**config.mk**
```make
export PLATFORM = sky130hd
export DESIGN_NAME = clk_reset_sequencer
export DESIGN_NICKNAME = d
export VERILOG_FILES = /design/src/rtl/clk_reset_sequencer.sv
export SDC_FILE = /design/constraint.sdc
export NUM_CORES = 1
export LEC_CHECK = 0
export CAP_MARGIN = 20
export CORE_MARGIN = 10
export CORE_UTILIZATION = 30
export CTS_BUF_LIST = sky130_fd_sc_hd__clkbuf_4 sky130_fd_sc_hd__clkbuf_8 sky130_fd_sc_hd__clkbuf_16
export CTS_CLUSTER_SIZE = 25
export DETAILED_ROUTE_END_ITERATION = 6
export GPL_TIMING_DRIVEN = 0
export HOLD_SLACK_MARGIN = 0.15
export PLACE_DENSITY = 0.47
export SYNTH_ARGS = -nofsm -noshare
export SYNTH_HDL_FRONTEND = slang
export SYNTH_SLANG_ARGS = --single-unit
```
**constraint.sdc**
```tcl
create_clock -name Clk -period 1.8 [get_ports Clk]
set_clock_uncertainty 0.1 [all_clocks]
set_input_delay 0.27 -clock Clk [delete_from_list [all_inputs] [get_ports Clk]]
set_output_delay 0.27 -clock Clk [all_outputs]
set_load 0.02 [all_outputs]
```
**src/rtl/clk_reset_sequencer.sv**
```systemverilog
// Staged, synchronously released resets for the core, ASIC and USB domains,
// with IFCLK heartbeat supervision and a saturating soft-reset request counter.

module clk_reset_sequencer #(
   parameter int unsigned HOLD_CYCLES = 64,
   parameter int unsigned STAGE_GAP   = 16,
   parameter int unsigned HB_TIMEOUT  = 1024,
   parameter int unsigned CNT_W       = 11
) (
   input  logic       Clk,
   input  logic       reset_n,
   input  logic       soft_rst_req,
   input  logic       ifclk_hb_toggle,
   output logic       rst_core_n,
   output logic       rst_asic_n,
   output logic       rst_usb_n,
   output logic       ifclk_alive,
   output logic       seq_done,
   output logic [7:0] soft_rst_cnt
);

   typedef enum logic [1:0] {
      S_HOLD     = 2'd0,
      S_GAP_ASIC = 2'd1,
      S_GAP_USB  = 2'd2,
      S_RUN      = 2'd3
   } state_t;

   localparam logic [CNT_W-1:0] HOLD_TC      = CNT_W'(HOLD_CYCLES - 1);
   localparam logic [CNT_W-1:0] GAP_TC       = CNT_W'(STAGE_GAP - 1);
   localparam logic [CNT_W-1:0] HB_TC        = CNT_W'(HB_TIMEOUT - 1);
   localparam logic [7:0]       SOFT_CNT_MAX = 8'hFF;

   logic [1:0]       r_rst_sync;
   logic             w_rst_n;
   logic [2:0]       r_hb_sync;
   logic             w_hb_edge;
   logic [CNT_W-1:0] r_hb_timer;
   logic [CNT_W-1:0] w_hb_timer_nxt;
   logic             r_alive;
   logic             w_alive_nxt;
   state_t           r_state;
   state_t           w_state_nxt;
   logic [CNT_W-1:0] r_timer;
   logic [CNT_W-1:0] w_timer_nxt;
   logic             r_core_n;
   logic             w_core_n_nxt;
   logic             r_asic_n;
   logic             w_asic_n_nxt;
   logic             r_usb_n;
   logic             w_usb_n_nxt;
   logic             r_done;
   logic             w_done_nxt;
   logic [7:0]       r_soft_cnt;
   logic [7:0]       w_soft_cnt_nxt;

   // Reset synchronizer: asynchronous assert, release two edges after reset_n rises.
   always_ff @(posedge Clk or negedge reset_n) begin
      if (!reset_n) begin
         r_rst_sync <= 2'b00;
      end else begin
         r_rst_sync <= {r_rst_sync[0], 1'b1};
      end
   end

   assign w_rst_n = r_rst_sync[1];

   // Heartbeat synchronizer; an edge is any change between the last two stages.
   always_ff @(posedge Clk or negedge w_rst_n) begin
      if (!w_rst_n) begin
         r_hb_sync <= 3'b000;
      end else begin
         r_hb_sync <= {r_hb_sync[1:0], ifclk_hb_toggle};
      end
   end

   assign w_hb_edge = r_hb_sync[2] ^ r_hb_sync[1];

   // Heartbeat watchdog: an edge always wins over a simultaneous timeout.
   always_comb begin
      w_hb_timer_nxt = r_hb_timer;
      w_alive_nxt    = r_alive;
      if (w_hb_edge) begin
         w_hb_timer_nxt = '0;
         w_alive_nxt    = 1'b1;
      end else if (r_hb_timer == HB_TC) begin
         w_alive_nxt    = 1'b0;
      end else begin
         w_hb_timer_nxt = r_hb_timer + CNT_W'(1);
      end
   end

   always_ff @(posedge Clk or negedge w_rst_n) begin
      if (!w_rst_n) begin
         r_hb_timer <= '0;
         r_alive    <= 1'b0;
      end else begin
         r_hb_timer <= w_hb_timer_nxt;
         r_alive    <= w_alive_nxt;
      end
   end

   // Sequencer state and registered domain resets.
   always_ff @(posedge Clk or negedge w_rst_n) begin
      if (!w_rst_n) begin
         r_state    <= S_HOLD;
         r_timer    <= '0;
         r_core_n   <= 1'b0;
         r_asic_n   <= 1'b0;
         r_usb_n    <= 1'b0;
         r_done     <= 1'b0;
         r_soft_cnt <= 8'd0;
      end else begin
         r_state    <= w_state_nxt;
         r_timer    <= w_timer_nxt;
         r_core_n   <= w_core_n_nxt;
         r_asic_n   <= w_asic_n_nxt;
         r_usb_n    <= w_usb_n_nxt;
         r_done     <= w_done_nxt;
         r_soft_cnt <= w_soft_cnt_nxt;
      end
   end

   always_comb begin
      w_state_nxt    = r_state;
      w_timer_nxt    = r_timer;
      w_core_n_nxt   = r_core_n;
      w_asic_n_nxt   = r_asic_n;
      w_usb_n_nxt    = r_usb_n;
      w_done_nxt     = r_done;
      w_soft_cnt_nxt = r_soft_cnt;

      if (soft_rst_req) begin
         w_state_nxt  = S_HOLD;
         w_timer_nxt  = '0;
         w_core_n_nxt = 1'b0;
         w_asic_n_nxt = 1'b0;
         w_usb_n_nxt  = 1'b0;
         w_done_nxt   = 1'b0;
         if (r_soft_cnt != SOFT_CNT_MAX) begin
            w_soft_cnt_nxt = r_soft_cnt + 8'd1;
         end
      end else begin
         unique case (r_state)
            S_HOLD: begin
               if (r_timer == HOLD_TC) begin
                  w_core_n_nxt = 1'b1;
                  w_timer_nxt  = '0;
                  w_state_nxt  = S_GAP_ASIC;
               end else begin
                  w_timer_nxt  = r_timer + CNT_W'(1);
               end
            end
            S_GAP_ASIC: begin
               if (r_timer == GAP_TC) begin
                  w_asic_n_nxt = 1'b1;
                  w_timer_nxt  = '0;
                  w_state_nxt  = S_GAP_USB;
               end else begin
                  w_timer_nxt  = r_timer + CNT_W'(1);
               end
            end
            S_GAP_USB: begin
               // Never release into a domain whose clock is being declared lost this edge.
               if (r_timer != GAP_TC) begin
                  w_timer_nxt = r_timer + CNT_W'(1);
               end else if (r_alive && w_alive_nxt) begin
                  w_usb_n_nxt = 1'b1;
                  w_done_nxt  = 1'b1;
                  w_timer_nxt = '0;
                  w_state_nxt = S_RUN;
               end
            end
            S_RUN: begin
               if (!w_alive_nxt) begin
                  w_usb_n_nxt = 1'b0;
                  w_done_nxt  = 1'b0;
                  w_timer_nxt = '0;
                  w_state_nxt = S_GAP_USB;
               end
            end
            default: begin
               w_state_nxt = S_HOLD;
               w_timer_nxt = '0;
            end
         endcase
      end
   end

   assign rst_core_n   = r_core_n;
   assign rst_asic_n   = r_asic_n;
   assign rst_usb_n    = r_usb_n;
   assign ifclk_alive  = r_alive;
   assign seq_done     = r_done;
   assign soft_rst_cnt = r_soft_cnt;

endmodule

```
==> results of run 1 <==
[power by group through the flow]
stage          logic, W  registers, W  clock network, W
2_1_floorplan  0.000236       0.00129                 0
3_3_place_gp   0.000530       0.00123                 0
3_5_place_dp   0.000556       0.00121                 0
4_1_cts        0.000570       0.00120          0.000717
5_1_grt        0.000627       0.00122          0.000749
6_report       0.000577       0.00120          0.000685
[worst paths after layout]
check,slack (ps),start,end
hold / removal,140,r_rst_sync[1],r_hb_timer[10]
max in group asynchronous,710,r_rst_sync[1],r_hb_timer[4]
setup / recovery,-140,r_timer[9],seq_done
hold reg to reg,140,r_rst_sync[1],r_hb_timer[10]
setup reg to reg,-140,r_timer[9],seq_done
min in group Clk,250,r_hb_sync[0],r_hb_sync[1]
[layer usage]
layer	vias to the layer above	routed length (um)	GRT usage
li1	756	-	-
met1	699	2140	0.114
met2	18	1750	0.116
met3	5	200	0.0259
met4	0	54	0.0354
met5	-	0	0
[sequential cells by signal, summed over array words and instances, names as in the netlist]
| name | flops |
|---|---|
| r_hb_sync | 3 |
| r_timer | 11 |
| rst_asic_n | 1 |
| soft_rst_cnt | 8 |
| rst_core_n | 1 |
| ifclk_alive | 1 |
| r_state | 2 |
| seq_done | 1 |
| r_hb_timer | 11 |
| r_rst_sync | 2 |
[synth_stat cells (2+ instances only)]
cell type  count
xnor2_1        8
o21ai_0       13
nor3_1         7
and3_1         5
nand4_1        4
nor2_1        20
a21oi_1        8
ha_1           3
mux2i_1        2
a31oi_1       10
and2_1         2
xor2_1         6
nand3b_1       2
nand2_1       17
nand3_1       10
dfrtp_1       41
or2_2          2
inv_1          8
[critical path: cells and delay by family (launching register included)]
family / cells / cell delay (ps)
DFF: 1 / 390
and+or+nand+nor: 4 / 1080
buffers and inverters: 1 / 170
AOI/OAI and AO/OA: 1 / 150
[what timing repair did]
item | CTS | global route
endpoints found under the hold margin | 9 | 0
endpoints found under the setup margin | 15 | 18
hold buffers | 2 | 0
setup buffers | 6 | 3
pin swaps | 7 | 9
gates resized for setup | 14 | 16
[per-stage QoR]
stage | hold slack [ps] | setup TNS, ps | setup WS (ps) | cells | cell area [um^2]
floorplan | -126 | 0 | 9.24 | 193 | 2000
global placement | 232 | -10640 | -391 | 286 | 2260
detailed placement | 19.0 | -4500 | -369 | 287 | 2280
CTS | 153 | -621 | -88.8 | 302 | 2490
global route | 185 | -1620 | -212 | 305 | 2580
finish | 137 | -553 | -141 | 305 | 2580
[kinds of logic (layout without fill, tap and decap cells)]
group                      count (synthesis)  after routing  share of synthesized area
xor gates and xnor gates                  15             15                     0.0703
DFF                                       41             41                      0.519
muxes                                      3              3                     0.0158
and+or+nand+nor                           78             78                      0.207
other                                      1              1                    0.00190
buffers and inverters                     12             47                     0.0291
adders and majority gates                  3              3                     0.0190
AOI/OAI and AO/OA                         40             40                      0.137
[final cells by class]
| type | count | area [um^2] |
|---|---|---|
| Sequential cell | 41 | 1030 |
| Buffer | 3 | 30.0 |
| Multi-Input combinational cell | 140 | 1010 |
| Clock buffer | 7 | 96.3 |
| Timing Repair Buffer | 28 | 283 |
| Inverter | 8 | 30.0 |
| Fill cell | 629 | 3800 |
| Clock inverter | 1 | 8.76 |
| Tap cell | 77 | 96.3 |
==> impl_metrics.py, run 1 <==
metrics = {
    "critical_path": {
        "worstSetupPathType": "flip-flop to flip-flop",
        "r2r_cells": 6,
        "worst_path_largest_cell_delay_ps": 580,
        "critPathLaunchType": "flip-flop",
        "arrival_ps": 2080,
        "critPathMaxFanout": 3,
        "required_ps": 1940,
        "path_cells": "or4_4, nor4_4, buf_4, nand3_1, nor2_1, o2bb2a_1",
        "end_kind": "flip-flop",
        "slowest_stage": "or4_4",
    },
    "floorplan": {
        "die_w_um": 101,
        "pin_count": 17,
        "die_h_um": 101,
        "fp.dieArea_um2": 10200,
        "row_count": 29,
        "start_util": 0.309,
        "core_um2": 6390,
    },
    "detailed_routing": {
        "drc_errors": 0,
        "wirelength_um": 4140,
        "vias": 1478,
        "drtIter0Drc": 64,
        "ant_nets": 0,
        "wl_per_cell_um": 13.6,
        "dr.pass1.iters": 4,
        "routed_via_density": 4.85,
    },
    "power": {
        "ir_worst_vdd_uv": 589,
        "power_frac_seq": 0.487,
        "power_density_nw_per_um2": 953,
        "pwr-share-clk": 0.279,
        "intPower_w": 0.00169,
        "power_frac_comb": 0.234,
        "switching_share": 0.312,
        "switchingPower_w": 0.000767,
        "p_leak_nw": 1.09,
        "totalPowerFinal_w": 0.00246,
    },
    "outcome": {
        "violations": "setup timing",
        "status": "complete, but fails checks",
    },
    "global_route": {
        "antenna_found_initial": 0,
        "grt_pass1_vias": 1398,
        "gr-total-overflow": 0,
        "grt_pass1_wl_um": 6890,
        "groute.usage.overall": 0.0826,
        "grt_max_degree": 33,
    },
    "final_layout": {
        "final_common_cell": "dfrtp_1",
        "area_growth_pct": 30.7,
        "postLayoutCoreUtil": 0.404,
        "layout_common_cells": "dfrtp_1 (37), nor2_1 (18), nand2_1 (16)",
        "drive_gt1_frac": 0.232,
        "fin_nets": 234,
        "n_antenna_cell": 0,
    },
    "run": {
        "drv_cap": 0,
    },
    "synthesis": {
        "ys_async_sr_fraction": 1.00,
        "synthTopCellsByArea": "dfrtp_1 (52%), nor2_1 (3.8%), xnor2_1 (3.5%)",
        "yosysSeqAreaShare": 0.519,
        "synth_top_cell_area_share": 0.519,
        "synth_top_area_cell": "dfrtp_1",
        "ys_ff_latch": 41,
        "synth.distinct_cells": 43,
        "yosys_most_used_dff": "dfrtp_1",
        "synthCells": 193,
        "syn_area_per_cell_um2": 10.2,
        "syn_nets": 200,
        "yosys_warnings": 0,
        "synth_edf_count": 0,
        "syn-cell-area_um2": 1980,
    },
    "clocking": {
        "cts_max_level": 2,
        "clock_path_buffers": 2,
        "cts.clk_slew.worst_paths_ps": 90,
        "clkLatencyLatePin_ps": 290,
        "cts_sinks": 41,
        "cts_tree": "yes",
        "numCtsBuffers": 5,
        "root_buffer": "clkbuf_8",
    },
    "sta": {
        "max_freq_ghz": 0.515,
        "finalWorstSetupSlack_ps": -141,
        "rsz0062_at_grt": "true",
        "finalSetupViolations": 10,
        "maxSlewViolCount": 0,
        "fin_crit_sh": 1.08,
        "hold_violations": 0,
        "finalCriticalPeriod_ps": 1940,
    },
    "placement": {
        "port_buffers": 16,
        "dp_hpwl_um": 2800,
        "gp_congestion": 0.738,
    },
    "worst_hold_path": {
        "hp-class": "flip-flop to async pin",
    },
}
No activity file was read; power rests on OpenSTA's default activity.
==> run 2, diff against run 1 <==
--- a/config.mk
+++ b/config.mk
@@ -5,15 +5,16 @@
 export SDC_FILE = /design/constraint.sdc
 export NUM_CORES = 1
 export LEC_CHECK = 0
-export CAP_MARGIN = 20
+export ABC_AREA = 1
 export CORE_MARGIN = 10
 export CORE_UTILIZATION = 30
 export CTS_BUF_LIST = sky130_fd_sc_hd__clkbuf_4 sky130_fd_sc_hd__clkbuf_8 sky130_fd_sc_hd__clkbuf_16
 export CTS_CLUSTER_SIZE = 25
 export DETAILED_ROUTE_END_ITERATION = 6
+export DONT_BUFFER_PORTS = 1
 export GPL_TIMING_DRIVEN = 0
 export HOLD_SLACK_MARGIN = 0.15
-export PLACE_DENSITY = 0.47
+export PLACE_DENSITY = 0.44
 export SYNTH_ARGS = -nofsm -noshare
 export SYNTH_HDL_FRONTEND = slang
 export SYNTH_SLANG_ARGS = --single-unit
==> run 2 against run 1 <==
  * The flow now finishes without violations
  * Die area is 8.0% higher
  * Synthesized cell count up 40%
  * Synthesized area grew 10%
  * Flip-flop and latch count stayed put
  * Largest cell class is now multi-input gates
==> impl_metrics.py, run 2 <==
metrics = {
    "power": {
        "switching_share": 0.372,
        "power_frac_seq": 0.520,
        "power_frac_comb": 0.238,
        "pwr-share-clk": 0.242,
        "power_density_nw_per_um2": 978,
        "ir_worst_vdd_uv": 451,
        "p_leak_nw": 1.32,
        "switchingPower_w": 0.000959,
        "intPower_w": 0.00162,
    },
    "final_layout": {
        "final_area_um2": 2640,
        "multi_input_area_um2": 1080,
        "area_growth_pct": 21.4,
        "n_antenna_cell": 0,
        "seqCellArea_um2": 1030,
        "layout_common_cells": "nand2_1 (71), dfrtp_1 (37), inv_1 (32)",
        "fin_nets": 301,
        "final_common_cell": "nand2_1",
        "drive_gt1_frac": 0.214,
        "fill_cells": 743,
    },
    "detailed_routing": {
        "drtIter0Drc": 49,
        "drc_errors": 0,
        "wl_per_cell_um": 11.9,
        "dr.pass1.iters": 4,
        "wirelength_um": 4650,
        "vias": 1750,
        "ant_nets": 0,
        "routed_via_density": 4.48,
    },
    "floorplan": {
        "die_w_um": 105,
        "fp.dieArea_um2": 11000,
        "core_um2": 6910,
        "pin_count": 17,
        "die_h_um": 105,
        "start_util": 0.315,
        "row_count": 30,
    },
    "placement": {
        "place_area_um2": 2310,
        "port_buffers": 0,
        "dp_hpwl_um": 3260,
        "gp_congestion": 0.792,
    },
    "critical_path": {
        "critPathLaunchType": "flip-flop",
        "worst_path_largest_cell_delay_ps": 380,
        "required_ps": 1940,
        "worstSetupPathType": "flip-flop to flip-flop",
        "end_kind": "flip-flop",
        "critPathMaxFanout": 5,
        "path_cells": "ha_2, nand2_2, nor2_4, nand4_4, nand2_4, nand2_4, o21ai_4, buf_6, nand2_1, nand2_1",
        "arrival_ps": 1910,
        "slowest_stage": "dfrtp_1",
    },
    "global_route": {
        "groute.usage.overall": 0.0853,
        "gr-total-overflow": 0,
        "antenna_found_initial": 0,
        "grt_max_degree": 25,
        "grt_pass1_vias": 1656,
        "grt_pass1_wl_um": 7940,
    },
    "synthesis": {
        "synth_top_cell_area_share": 0.472,
        "synth.distinct_cells": 34,
        "ys_ff_latch": 41,
        "yosys_warnings": 0,
        "synth_top_area_cell": "dfrtp_1",
        "yosysMostFrequentCell": "nand2_1",
        "synthTopCellsByArea": "dfrtp_1 (47%), nand2_1 (14%), inv_1 (5.7%)",
        "syn-cell-area_um2": 2170,
        "synthCells": 271,
        "yosysSeqAreaShare": 0.472,
        "synth_edf_count": 0,
        "yosys_most_used_dff": "dfrtp_1",
        "syn_nets": 278,
        "synth_common_cells": "nand2_1 (82), dfrtp_1 (41), inv_1 (33)",
        "ys_async_sr_fraction": 1.00,
        "syn_area_per_cell_um2": 8.02,
    },
    "sta": {
        "worst_pin_slew_ps": 704,
        "finalCriticalPeriod_ps": 1780,
        "rsz0062_at_grt": "true",
        "max_freq_ghz": 0.563,
        "hold_violations": 0,
        "finalSetupViolations": 0,
        "maxSlewViolCount": 0,
        "fin_setup_tns_ps": 0,
        "slew_headroom": 0.529,
        "fin_crit_sh": 0.987,
    },
    "run": {
        "drv_cap": 0,
    },
    "clocking": {
        "cts_tree": "yes",
        "cts.clk_slew.worst_paths_ps": 80,
        "clock_path_buffers": 2,
        "clkLatencyLatePin_ps": 300,
        "cts_sinks": 41,
        "cts_max_level": 2,
        "root_buffer": "clkbuf_8",
        "numCtsBuffers": 5,
    },
    "outcome": {
        "status": "complete, no violations",
    },
    "worst_hold_path": {
        "hp-class": "input port to flip-flop",
    },
}
run 2: logic make-up (layout without fill, tap and decap cells):
kind of cell             count (synthesis)  after routing  synth area share
AND/OR/NAND/NOR                        156            156             0.341
flip-flops                              41             41             0.472
buffers and inverters                   39             63            0.0760
AO/OA/AOI/OAI                           24             24            0.0633
XOR/XNOR                                 7              7            0.0282
adder cells (fa/ha/maj)                  3              3            0.0173
other                                    1              1           0.00173
run 2: path summary, 6_finish.rpt:
check	slack, ps	endpoint	from	cells after the start
worst max-delay path	20	r_timer[8]	r_hb_timer[1]	10
min in group asynchronous	610	r_rst_sync[0]	reset_n	2
worst max register to register	20	r_timer[8]	r_hb_timer[1]	10
worst min-delay path	230	seq_done	soft_rst_req	4
worst min register to register	260	r_rst_sync[1]	r_rst_sync[0]	0
max in group asynchronous	380	r_timer[7]	r_rst_sync[1]	1
run 2: through the flow:
stage | total power [W] | utilization | worst slack (ps) | instances | hold WS (ps)
6_report | 0.00258 | 0.382 | 23.4 | 391 | 230
3_5_place_dp | 0.00186 | 0.335 | -95.2 | 368 | -126
3_3_place_gp | 0.00185 | 0.332 | -118 | 367 | -126
4_1_cts | 0.00254 | 0.361 | 8.26 | 383 | 263
2_1_floorplan | 0.00172 | - | 109 | 271 | -126
5_1_grt | 0.00279 | 0.382 | -89.7 | 391 | 251
run 2: cell type report:
class	instances	share of cell area
flip-flops and latches	41	0.391
clock buffers	5	0.0261
repair buffers	16	0.0574
well taps	96	0.0455
clock inverters	3	0.00806
plain buffers	5	0.0147
multi-input cells	191	0.409
inverters	34	0.0484
run 2: timing repair:
action | 4_1_cts | 5_1_grt
hold endpoints to repair | 27 | 0
gates resized for setup | 8 | 26
gates cloned | 0 | 1
buffers inserted | 1 | 7
setup endpoints to repair | 18 | 24
pin swaps | 0 | 8
hold buffers | 6 | 0
run 2: power by group through the flow:
stage | sequential, W | clock, W | combinational, W
finish | 0.00134 | 0.000624 | 0.000614
global route | 0.00137 | 0.000691 | 0.000723
CTS | 0.00134 | 0.000657 | 0.000542
detailed placement | 0.00136 | 0 | 0.000499
global placement | 0.00138 | 0 | 0.000472
floorplan | 0.00131 | 0 | 0.000404
run 2: layer usage:
| metal | GRT usage | routed length, um | up-vias |
|---|---|---|---|
| met3 | 0.0264 | 231 | 7 |
| met2 | 0.124 | 1980 | 21 |
| met4 | 0.0324 | 72 | 0 |
| met5 | 0 | 0 | - |
| li1 | - | - | 914 |
| met1 | 0.115 | 2370 | 808 |
run 2: worst max-delay path, delay by kind of cell (launching register included):
family,cells,cell delay [ps]
AND/OR/NAND/NOR,7,670
flip-flops,1,380
adder cells (fa/ha/maj),1,210
AO/OA/AOI/OAI,1,200
buffers and inverters,1,150
==> edit 1, RTL diff (flow settings as in run 1) <==
Change the parameter `CNT_W` from 11 to 13.
--- a/src/rtl/clk_reset_sequencer.sv
+++ b/src/rtl/clk_reset_sequencer.sv
@@ -5,7 +5,7 @@
    parameter int unsigned HOLD_CYCLES = 64,
    parameter int unsigned STAGE_GAP   = 16,
    parameter int unsigned HB_TIMEOUT  = 1024,
-   parameter int unsigned CNT_W       = 11
+   parameter int unsigned CNT_W       = 13
 ) (
    input  logic       Clk,
    input  logic       reset_n,
Behaviour: no difference found for any inputs over 10 cycles, from zero or initial values and one cycle with reset_n low; that may be too few to reach the edited logic, so the function may still have changed.
==> edit 1 against run 1 <==
  * The flow still finishes with violations (negative setup slack)
  * Count of clock-buffer cells in the layout down 1
  * Setup slack worse by 29 ps
  * Design area up 27%
  * Sequential cell count up 4
  * Routed wire length up 37%
  * Total power up 2.0%
  * Synthesized area up 21%
==> edit 1: results (changes against run 1) <==
VDD IR max 0.0006338 V (+7.6%); final worst slack -170.2 ps (-29.10 ps); metal2 WL 2709 um (+55%); post-DR vias/cell 5.048 (+4.2%); post-synthesis adder-cell area fraction 1.576% (-0.32 points); met3 Track Usage GR 2.950% (+0.36 points); Root Buffer clkbuf_8; IO Port Bufs 15 (-1); metal3 WL 246 um (+23%); total track usage 9.929% (+1.7 points); count of different cell masters after synthesis 48 (+12%); part of the power in registers 48.2% (-0.5 points); Worst Path Arrival 2050 ps (-30 ps); Top Metal Used met4; number of fill cells 760 (+21%); first-pass GRT wire length 9763 um (+42%); compound-cell area share of the yosys netlist 15.24% (+1.5 points); post-synthesis mux area share 0.4204% (-1.2 points); Syn Area/Cell 9.640 um^2 (-5.8%); # H-tree levels 2 (unchanged); initial antenna violation count 0 (unchanged); failing checks negative setup slack; xor and xnor area share after synthesis 6.253% (-0.78 points); Synth area leaders dfrtp_1, nand2_1, xnor2_1; worst skew pair latency 300 ps; 1st-iter DRT viols 75 (+17%); DR pass1 iterations 5 (+1); setup violators final 13 (+3); GR Util met1 12.84% (+1.4 points); Detail Placement HPWL 3646 um (+30%); pre-CTS setup slack -444.5 ps (-75.02 ps); wire length per cell 14.26 um (+5.1%); Worst Max-Slew Pin Slew 553.7 ps; antenna cells 0 (unchanged); Synth Flop Type dfrtp_1; placed cell count 365 (+27%); Comb power 0.000503 W (-13%); Final #Nets 301 (+29%); syn_nets 254 (+27%); clock slew at reported path FFs 90 ps (about the same); vias in the first global route 2032 (+45%); share of layout cells above drive strength 1 27.80% (+4.6 points); CP max FO 5 (+2); gpl congestion 0.7548 (+2.3%); Detailed Route WL 5663 um (+37%); Async S/R FF share, synth 100.0% (unchanged); number of CTS-inserted buffers 5 (unchanged); top cells by instance count after synthesis dfrtp_1, nand2_1, nor2_1; switch share 29.34% (-1.8 points); yosys warns 0 (unchanged); status complete, but fails checks; Met1 Wirelength 2642 um (+24%); Hold Path Class register to asynchronous set/reset pin; largest net degree at the start of global routing 36 (+9.1%); LEAKAGE 1.316 nW (+21%); M2 GR Usage 15.51% (+3.9 points); Seq/Total Area, Yosys 47.29% (-4.6 points)
[edit 1: area by class of cell]
class,instances,area [um^2],share of cell area [%]
Inverter,16,60.06,1.835
Sequential cell,45,1131,34.56
Buffer,8,68.82,2.102
Multi-Input combinational cell,174,1344,41.06
Timing Repair Buffer,44,426.7,13.04
Tap cell,102,127.6,3.899
Clock buffer,6,76.32,2.332
Clock inverter,2,38.79,1.185
[edit 1: what timing repair did]
| action | CTS | global route |
|---|---|---|
| cloned | 2 | 1 |
| hold buffers | 2 | 0 |
| gates resized for setup | 19 | 24 |
| pin swaps | 12 | 14 |
| setup endpoints to repair | 23 | 26 |
| buffers inserted | 11 | 13 |
| hold endpoints to repair | 10 | 0 |
[edit 1: worst max-delay path, cell delays in order (launching register included)]
cell and delay, ps:
dfrtp_1 410, ha_4 160, and3_4 200, nand4_4 140, and3_4 230, o31ai_4 220, buf_6 150, buf_6 130
o221ai_2 90
[edit 1: through the flow]
step	util, %	power (W)	TNS (ps)	instance area, um^2	hold WS [ps]
after floorplan	-	0.001481	-747.5	2477	-125.6
after global placement	35.65	0.001692	-16350	2755	233.1
after detailed placement	35.93	0.001695	-5015	2776	32.88
after CTS	39.94	0.002540	-2616	3087	156.8
after global routing	42.36	0.002654	-3048	3273	170.4
final	42.36	0.002509	-1824	3273	139.9
[edit 1: worst paths after layout]
path / depth (start not counted) / to / start / slack [ps]
max reg2reg: 8 / r_timer[4] / r_hb_timer[0] / -170
min reg2reg: 1 / r_hb_timer[3] / r_rst_sync[1] / 140
max: 8 / r_timer[4] / r_hb_timer[0] / -170
min in group Clk: 2 / rst_asic_n / soft_rst_req / 250
min: 1 / r_hb_timer[3] / r_rst_sync[1] / 140
max in group asynchronous: 1 / r_hb_timer[11] / r_rst_sync[1] / 660
==> edit 2, RTL diff (config.mk and constraints of run 1) <==
Without the edit above. Re-encode `state_t` (4 states) as one-hot, 4 bits wide.
--- a/src/rtl/clk_reset_sequencer.sv
+++ b/src/rtl/clk_reset_sequencer.sv
@@ -19,11 +19,11 @@
    output logic [7:0] soft_rst_cnt
 );
 
-   typedef enum logic [1:0] {
-      S_HOLD     = 2'd0,
-      S_GAP_ASIC = 2'd1,
-      S_GAP_USB  = 2'd2,
-      S_RUN      = 2'd3
+   typedef enum logic [3:0] {
+      S_HOLD     = 4'b0001,
+      S_GAP_ASIC = 4'b0010,
+      S_GAP_USB  = 4'b0100,
+      S_RUN      = 4'b1000
    } state_t;
 
    localparam logic [CNT_W-1:0] HOLD_TC      = CNT_W'(HOLD_CYCLES - 1);
Check against the original RTL: no difference found for any inputs over 10 cycles, from zero or initial values and one cycle with reset_n low; not proved beyond that.
==> edit 2 against run 1 <==
  * The flow still finishes with violations (negative setup slack)
  * Design area grew 13%
  * Clock power fell by 7.3%
  * Routed wire length increased by 22%
  * Global-route usage grew 1.1 points
  * Setup slack got worse by 390 ps
  * Cell count grew 16%
  * First-iteration DRC count shrank 36%
  * Critical path depth unchanged
  * Total power fell by 4.2%
  * Synthesized area is 10% higher
  * Sequential cell count rose by 2
  * Highest routed layer unchanged
==> edit 2: results (changes against run 1) <==
status complete, but fails checks; Slew HR 55.98%; final worst slack -531.0 ps (-389.9 ps); pre-CTS setup slack -627.6 ps (-258.2 ps); P_sw 0.0007516 W (-2.0%); share of layout cells above drive strength 1 24.61% (+1.4 points); count of different cell masters after synthesis 53 (+23%); Detail Placement HPWL 3190 um (+14%); initial antenna violation count 0 (unchanged); number of CTS-inserted buffers 5 (unchanged); CP max FO 4 (+1); clock slew at reported path FFs 90 ps (about the same); failing checks negative setup slack; Cell Area, Placed 2512 um^2 (+10%); largest net degree at the start of global routing 27 (-18%); setup violators final 17 (+7); first-pass GRT wire length 8652 um (+26%); yosys warns 0 (unchanged); gpl congestion 0.7519 (+2.0%); worst skew pair latency 300 ps; Worst Path Arrival 2480 ps (+400 ps); worst hold slack 254.9 ps (+118.4 ps); top cells by instance count after synthesis dfrtp_1, nor2_1, nand2_1; antenna cells 0 (unchanged); Final #Nets 262 (+12%); Seq/Total Area, Yosys 49.45% (-2.5 points); Hold Path Class register to register; setup TNS -7217 ps (-6664 ps); wire length per cell 14.28 um (+5.2%); post-DR vias/cell 4.972 (+2.6%); Root Buffer clkbuf_8; 1st-iter DRT viols 41 (-36%); total track usage 9.317% (+1.1 points); number of fill cells 728 (+16%); syn_nets 220 (+10%); vias in the first global route 1787 (+28%); LEAKAGE 1.274 nW (+17%); register-to-register setup slack -530 ps (-390 ps); Synth area leaders dfrtp_1, nor2_1, nand2_1; VDD IR max 0.0005424 V (-7.9%)
[edit 2: cell count changes after synthesis, sizes merged, moves of 4 or more]
cell,before,now
a221o,0,4
a31oi,12,4
clkbuf,1,6
nand2,17,21
nor2,21,25
o21ai,13,6
[edit 2: cell type report]
cell class / count / area (um^2) / area share (%)
inverters: 5 / 18.77 / 0.6432
multi-input cells: 155 / 1155 / 39.58
clock inverters: 3 / 20.02 / 0.6861
flip-flops and latches: 43 / 1081 / 37.05
clock buffers: 5 / 68.82 / 2.358
repair buffers: 38 / 392.9 / 13.46
well taps: 99 / 123.9 / 4.245
plain buffers: 7 / 57.56 / 1.973
[edit 2: through the flow]
stage	utilization, %	instances	power, W
final	40.88	355	0.002357
after global routing	40.88	355	0.002492
after CTS	40.31	358	0.002384
after detailed placement	35.20	329	0.001688
after global placement	34.91	328	0.001681
after floorplan	-	213	0.001461
[edit 2: cell families (layout without fill, tap and decap cells)]
family                   Yosys count  in the layout  share of synthesized area (%)
AO/OA/AOI/OAI                     35             35                          12.52
XOR/XNOR                          15             15                          6.031
adder cells (fa/ha/maj)            3              3                          1.723
buffers and inverters             15             58                          3.504
flip-flops                        43             43                          49.45
multiplexers                       4              4                          1.895
other                              1              1                         0.1721
AND/OR/NAND/NOR                   97             97                          24.70
[edit 2: power groups by stage]
stage	Combinational, W	Clock, W	Sequential (W)
finish	0.000542	0.000635	0.00118
floorplan	0.000194	0	0.00127
global route	0.000595	0.000698	0.00120
global placement	0.000472	0	0.00121
CTS	0.000553	0.000656	0.00118
detailed placement	0.000491	0	0.00120
[edit 2: final timing paths]
| path | endpoint | cells after the start | start |
|---|---|---|---|
| setup / recovery | r_timer[6] | 6 | r_timer[6] |
| hold / removal | r_rst_sync[1] | 0 | r_rst_sync[0] |
| setup reg to reg | r_timer[6] | 6 | r_timer[6] |
| hold reg to reg | r_rst_sync[1] | 0 | r_rst_sync[0] |
| max in group asynchronous | r_hb_timer[0] | 1 | r_rst_sync[1] |
| min in group asynchronous | r_rst_sync[0] | 2 | reset_n |
[edit 2: layer usage]
metal,global-route usage [%],vias up,wire length [um]
met5,0,-,0
met4,3.922,0,76
met3,2.558,8,172
met2,14.18,19,2410
met1,12.13,877,2412
li1,-,861,-
[edit 2: worst max-delay path, stage by stage, from the launching register on]
cell and delay (ps):
dfrtp_1 390, or4_4 580, or4b_4 560, a211oi_4 260, buf_4 180, a211o_1 90, a22o_1 110
[edit 2: repair_timing]
action	in CTS	in global routing
resized for setup	22	17
hold buffers	3	0
cloned	2	0
pin swaps	13	7
endpoints found under the hold margin	17	0
setup buffers	19	3
endpoints found under the setup margin	26	27
